$ cat src/rtl/rect_plot_arbiter_pkg.sv
// Shared screen limits, bus widths and FSM encoding for the rectangle plot arbiter.
// Every file of the block imports this package.
package rect_plot_arbiter_pkg;

  localparam int unsigned NREQ_DEF    = 3;
  localparam int unsigned XW_DEF      = 8;
  localparam int unsigned YW_DEF      = 7;
  localparam int unsigned CW_DEF      = 3;
  localparam int unsigned DW_DEF      = 4;
  localparam int unsigned SCREEN_XMAX = 160;
  localparam int unsigned SCREEN_YMAX = 120;

  // Widths of the packed per-requester operand buses.
  localparam int unsigned REQ_X_W = NREQ_DEF * XW_DEF;
  localparam int unsigned REQ_Y_W = NREQ_DEF * YW_DEF;
  localparam int unsigned REQ_D_W = NREQ_DEF * DW_DEF;
  localparam int unsigned REQ_C_W = NREQ_DEF * CW_DEF;

  typedef enum logic [1:0] {
    StIdle = 2'd0,
    StArb  = 2'd1,
    StDraw = 2'd2,
    StDone = 2'd3
  } state_e;

  function automatic int unsigned idx_width(input int unsigned n);
    return (n > 1) ? $clog2(n) : 1;
  endfunction

endpackage

$ cat src/rtl/rect_plot_arbiter_rr_select.sv
// Round-robin selector: one-hot pick of the first asserted request strictly after
// the last served index, wrapping modulo NREQ.
module rr_select
  import rect_plot_arbiter_pkg::*;
#(
  parameter int unsigned NREQ = NREQ_DEF,
  parameter int unsigned IW   = idx_width(NREQ_DEF)
) (
  input  logic [NREQ-1:0] req_i,
  input  logic [IW-1:0]   last_i,
  output logic [NREQ-1:0] pick_o,
  output logic            valid_o
);

  always_comb begin
    int unsigned j;
    logic        found;
    pick_o = '0;
    found  = 1'b0;
    j      = 0;
    for (int unsigned k = 1; k <= NREQ; k++) begin
      j = (32'(last_i) + k) % NREQ;
      if (!found && req_i[j]) begin
        pick_o[j] = 1'b1;
        found     = 1'b1;
      end
    end
  end

  assign valid_o = |req_i;

endmodule

$ cat src/rtl/rect_plot_arbiter.sv
// Arbitrates rectangle fill requests round-robin and rasterises the granted
// rectangle into one clipped VGA pixel write per cycle.
module rect_plot_arbiter
  import rect_plot_arbiter_pkg::*;
#(
  parameter int unsigned NREQ = NREQ_DEF,
  parameter int unsigned XW   = XW_DEF,
  parameter int unsigned YW   = YW_DEF,
  parameter int unsigned CW   = CW_DEF,
  parameter int unsigned XMAX = SCREEN_XMAX,
  parameter int unsigned YMAX = SCREEN_YMAX,
  parameter int unsigned DW   = DW_DEF
) (
  input  logic                 clk,
  input  logic                 resetn,
  input  logic [NREQ-1:0]      req_i,
  input  logic [NREQ*XW-1:0]   req_x_i,
  input  logic [NREQ*YW-1:0]   req_y_i,
  input  logic [NREQ*DW-1:0]   req_w_i,
  input  logic [NREQ*DW-1:0]   req_h_i,
  input  logic [NREQ*CW-1:0]   req_colour_i,
  output logic [NREQ-1:0]      gnt_o,
  output logic [NREQ-1:0]      done_o,
  output logic [XW-1:0]        vga_x_o,
  output logic [YW-1:0]        vga_y_o,
  output logic [CW-1:0]        vga_colour_o,
  output logic                 vga_we_o,
  output logic                 busy_o
);

  localparam int unsigned IW  = idx_width(NREQ);
  localparam int unsigned XSW = XW + 1;
  localparam int unsigned YSW = YW + 1;

  state_e          state_q;
  logic [IW-1:0]   last_q, idx_q;
  logic [NREQ-1:0] sel_q, gnt_q, done_q;
  logic [XW-1:0]   x_q, vga_x_q;
  logic [YW-1:0]   y_q, vga_y_q;
  logic [DW-1:0]   w_q, h_q, col_q, row_q;
  logic [CW-1:0]   colour_q, vga_colour_q;
  logic            vga_we_q;

  logic [NREQ-1:0] pick;
  logic            pick_valid;

  rr_select #(
    .NREQ (NREQ),
    .IW   (IW)
  ) u_rr_select (
    .req_i   (req_i),
    .last_i  (last_q),
    .pick_o  (pick),
    .valid_o (pick_valid)
  );

  logic [IW-1:0] pick_idx;
  logic [XW-1:0] sel_x;
  logic [YW-1:0] sel_y;
  logic [DW-1:0] sel_w, sel_h;
  logic [CW-1:0] sel_c;

  always_comb begin
    pick_idx = '0;
    sel_x    = '0;
    sel_y    = '0;
    sel_w    = '0;
    sel_h    = '0;
    sel_c    = '0;
    for (int unsigned i = 0; i < NREQ; i++) begin
      if (pick[i]) begin
        pick_idx = IW'(i);
        sel_x    = req_x_i[i*XW +: XW];
        sel_y    = req_y_i[i*YW +: YW];
        sel_w    = req_w_i[i*DW +: DW];
        sel_h    = req_h_i[i*DW +: DW];
        sel_c    = req_colour_i[i*CW +: CW];
      end
    end
  end

  // Pixel to present next; sums are one bit wider so a wrapped origin stays clipped.
  logic [DW-1:0]  col_n, row_n;
  logic           last_px, px_on;
  logic [XSW-1:0] sum_x;
  logic [YSW-1:0] sum_y;

  always_comb begin
    last_px = (col_q == w_q - DW'(1)) && (row_q == h_q - DW'(1));
    col_n   = '0;
    row_n   = '0;
    if (state_q == StDraw) begin
      if (col_q == w_q - DW'(1)) begin
        row_n = row_q + DW'(1);
      end else begin
        col_n = col_q + DW'(1);
        row_n = row_q;
      end
    end
    sum_x = {1'b0, x_q} + XSW'(col_n);
    sum_y = {1'b0, y_q} + YSW'(row_n);
    px_on = (32'(sum_x) < XMAX) && (32'(sum_y) < YMAX);
  end

  always_ff @(posedge clk) begin
    if (!resetn) begin
      state_q      <= StIdle;
      last_q       <= IW'(NREQ - 1);
      idx_q        <= '0;
      sel_q        <= '0;
      gnt_q        <= '0;
      done_q       <= '0;
      x_q          <= '0;
      y_q          <= '0;
      w_q          <= '0;
      h_q          <= '0;
      colour_q     <= '0;
      col_q        <= '0;
      row_q        <= '0;
      vga_x_q      <= '0;
      vga_y_q      <= '0;
      vga_colour_q <= '0;
      vga_we_q     <= 1'b0;
    end else begin
      gnt_q    <= '0;
      done_q   <= '0;
      vga_we_q <= 1'b0;
      unique case (state_q)
        StIdle: begin
          if (pick_valid) begin
            state_q  <= StArb;
            gnt_q    <= pick;
            sel_q    <= pick;
            idx_q    <= pick_idx;
            x_q      <= sel_x;
            y_q      <= sel_y;
            w_q      <= sel_w;
            h_q      <= sel_h;
            colour_q <= sel_c;
          end
        end
        StArb, StDraw: begin
          if ((state_q == StArb && (w_q == '0 || h_q == '0)) ||
              (state_q == StDraw && last_px)) begin
            state_q <= StDone;
            done_q  <= sel_q;
          end else begin
            state_q      <= StDraw;
            col_q        <= col_n;
            row_q        <= row_n;
            vga_x_q      <= sum_x[XW-1:0];
            vga_y_q      <= sum_y[YW-1:0];
            vga_colour_q <= colour_q;
            vga_we_q     <= px_on;
          end
        end
        StDone: begin
          state_q <= StIdle;
          last_q  <= idx_q;
          col_q   <= '0;
          row_q   <= '0;
        end
        default: state_q <= StIdle;
      endcase
    end
  end

  assign gnt_o        = gnt_q;
  assign done_o       = done_q;
  assign vga_x_o      = vga_x_q;
  assign vga_y_o      = vga_y_q;
  assign vga_colour_o = vga_colour_q;
  assign vga_we_o     = vga_we_q;
  assign busy_o       = (state_q != StIdle);

endmodule

$ cat config.mk
export PLATFORM = sky130hd
export DESIGN_NAME = rect_plot_arbiter
export DESIGN_NICKNAME = d
export VERILOG_FILES = /design/src/rtl/rect_plot_arbiter_pkg.sv /design/src/rtl/rect_plot_arbiter_rr_select.sv /design/src/rtl/rect_plot_arbiter.sv
export SDC_FILE = /design/constraint.sdc
export NUM_CORES = 1
export LEC_CHECK = 0
export CAP_MARGIN = 20
export CORE_MARGIN = 3
export CORE_UTILIZATION = 43
export DETAILED_ROUTE_END_ITERATION = 7
export PLACE_DENSITY_LB_ADDON = 0.08
export SLEW_MARGIN = 20
export SYNTH_ARGS = -nofsm -noshare
export SYNTH_HDL_FRONTEND = slang
export SYNTH_SLANG_ARGS = --single-unit
$ cat constraint.sdc
create_clock -name clk -period 3.1 [get_ports clk]
set_input_delay 0.62 -clock clk [delete_from_list [all_inputs] [get_ports clk]]
set_output_delay 0.62 -clock clk [all_outputs]
set_load 0.03 [all_outputs]
==> out/metrics.yaml <==
outcome:
  status: "finished, final reports clean"
detailed_routing:
  final_antenna_net_count: 0
  routed_via_density: 5.53
  num_vias: 3523
  routedWlPerCell_um: 15.7
  first_iter_violations: 192
  firstDrtPassIters: 4
  wirelength_mm: 10.0
  drc: 0
yosys:
  synthSimpleGateAreaFrac: 0.169
  syn_area_um2: 3760
  yosysTopAreaCellShare: 0.357
  synth_warnings: 0
  avgSynthCellArea_um2: 9.25
  ys.flop_type: "dfxtp_1"
  synth_cell_types: 49
  ys_async_sr_fraction: 0
  ys_seq_elements: 67
  synthMuxAreaShare: 0.00799
  synth_compound_gate_area_share: 0.273
  synthAdderAreaFrac: 0.0806
  synth_nets: 512
  synth_cells: 406
  yosysSeqAreaShare: 0.357
  synth_edf_count: 0
  synth_xor_area_frac: 0.0586
  yosys-top-cells-area: "dfxtp_1, a221o_1, a32o_1"
  synth_top_family_by_area: "compound AO/OA/AOI/OAI gates"
  synth_area_leader_cell: "dfxtp_1"
timing:
  max_freq_ghz: 0.336
  rsz0062_at_grt: "true"
  skew_ns: 0.00749
  relSlewSlack: 0.614
  fin_crit_ns: 2.97
  layout_setup_ws_ns: 0.126
  drv_slew: 0
  worstMarginPinSlew_ns: 0.578
  finalSetupViolCount: 0
  hold_viol: 0
  period_share: 0.959
global_route:
  grt-ovfl-total: 0
  grt_start_max_net_pins: 60
  gr-usage-met2: 0.311
  gr-max-usage-layer: "met2"
  antenna_found_initial: 0
  grt_pass1_wl_mm: 16.1
  use_met1: 0.278
  use_met3: 0.0428
  grt_pass1_vias: 3398
  grt_use_total: 0.202
pwr:
  netSwitchingPower_uw: 1450
  power.internal_uw: 2250
  power_frac_clock: 0.189
  powerDensity_nw_per_um2: 685
  p_leak_uw: 0.00215
  swShare: 0.393
  power.share.sequential: 0.342
  power_frac_comb: 0.469
  max-vdd-ir-drop_v: 0.000345
floorplan:
  die_h_um: 99.5
  core_um2: 8340
  rows: 33
  die_area_um2: 9900
  start_util: 0.450
  pin_count: 109
  die_width_um: 99.5
setup_path:
  arrival_ns: 3.23
  required_ns: 3.36
  critPathMaxFanout: 5
  worst-setup-path-type: "register to register"
  cp-start-kind: "register"
  cp-end-kind: "register"
  rr_worst_depth: 16
clock_network:
  root_buffer: "clkbuf_8"
  tritoncts: "yes"
  cts_sinks: 67
  cts_buffers: 9
  clockBufferDepth: 2
  clk_latency_ns: 0.34
  clk_pin_slew_worst_paths_ns: 0.07
  htree_levels: 3
finish:
  layout.nets: 633
  drive_gt1_frac: 0.143
  postLayoutCellArea_um2: 5410
  final_cell_count_no_fill: 637
  synthToLayoutAreaGrowth_pct: 43.9
  mostFrequentLayoutCells: "clkdlybuf4s50_1, dfxtp_1, nand2_1"
  diodes: 0
  layout_commonest_cell: "clkdlybuf4s50_1"
  multi_input_area_um2: 2360
  final_core_util: 0.648
  fillCellCount: 706
  seq_area_um2: 1350
place:
  dpl-instance-area_um2: 5020
  placed_cells: 615
  dp_worst_setup_slack_ns: -0.000733
  portBuffers: 108
  dp_hpwl_mm: 7.43
  gp_congestion: 0.814
hold_path:
  whs_path_depth: 1
  worst_hold_path_type: "register to register"
job:
  max_cap_violations: 0
per-stage QoR:
step / setup TNS (ns) / hold WS, ns / power, uW
2_1_floorplan: 0 / 0.418 / 2310
3_3_place_gp: 0 / 0.427 / 2850
3_5_place_dp: -0.000733 / 0.435 / 2880
4_1_cts: 0 / 0.452 / 3590
5_1_grt: -0.0282 / 0.471 / 3970
6_report: 0 / 0.447 / 3700
logic make-up (layout without fill, tap and decap cells):
kind of cell               after synthesis  after routing
and+or+nand+nor                        122            122
buffers and inverters                   42            168
muxes                                    3              3
DFF                                     67             67
AOI/OAI and AO/OA                      127            127
xor gates and xnor gates                22             22
adders and majority gates               23             23
power by group through the flow:
stage	clock network, uW	registers, uW	logic (uW)
final	701	1270	1740
after global routing	758	1300	1910
after CTS	721	1250	1620
after detailed placement	0	1270	1610
after global placement	0	1260	1590
after floorplan	0	1320	985
synthesized netlist by cell type, types with 4 or more instances:
cell      instances
a21o_1            8
a21oi_1           7
a221o_1          29
a32o_1           27
and3_1            6
buf_2            10
buf_6             4
clkbuf_1         13
dfxtp_1          67
ha_1             21
inv_1            15
nand2_1          34
nand2b_1          6
nand3_1          28
nand4_1           5
nor2_1           14
nor2b_1           8
nor3_1            4
o211ai_1          4
o21ai_0           8
o21ai_1          24
xnor2_1           9
xor2_1           11
sequential cells by signal, indices dropped and copies added (netlist names), 3 cells and up:
signal        cells
vga_x_o           8
x_q               8
vga_y_o           7
y_q               7
col_q             4
h_q               4
row_q             4
w_q               4
colour_q          3
done_o            3
gnt_o             3
vga_colour_o      3
path summary, 6_finish.rpt:
kind	end	from	slack, ns
hold reg to reg	sel_q[1]	sel_q[1]	0.45
setup / recovery	vga_we_o	w_q[1]	0.13
hold / removal	sel_q[1]	sel_q[1]	0.45
setup reg to reg	vga_we_o	w_q[1]	0.13
layer usage:
metal	wire length, um	vias up
li1	-	1779
met1	4720	1628
met2	4580	103
met3	534	13
met4	177	0
met5	0	-
timing repair:
action | CTS | global route
setup buffers | 0 | 6
gates resized for setup | 2 | 30
pin swaps | 1 | 12
endpoints found under the hold margin | 0 | 0
hold buffers | 0 | 0
setup endpoints to repair | 1 | 5
area by class of cell:
cell class                 count  area share
clock buffer                  15      0.0345
clock inverter                 1    0.000925
inverter                      15      0.0109
multi-input combinational    297       0.437
sequential                    67       0.249
tap                          105      0.0243
timing repair buffer         137       0.244
critical path, cell delays in order (launching register included):
cell	delay (ns)
dfxtp_4	0.38
inv_4	0.04
ha_4	0.26
xor2_2	0.14
nand3_2	0.14
buf_4	0.18
o21ai_1	0.14
buf_4	0.16
nor2_1	0.05
ha_2	0.18
fa_2	0.36
a21o_1	0.18
a21oi_2	0.14
nand2b_1	0.16
o211ai_1	0.10
o311a_1	0.17
nor4_2	0.12
No activity file was read; power rests on OpenSTA's default activity.
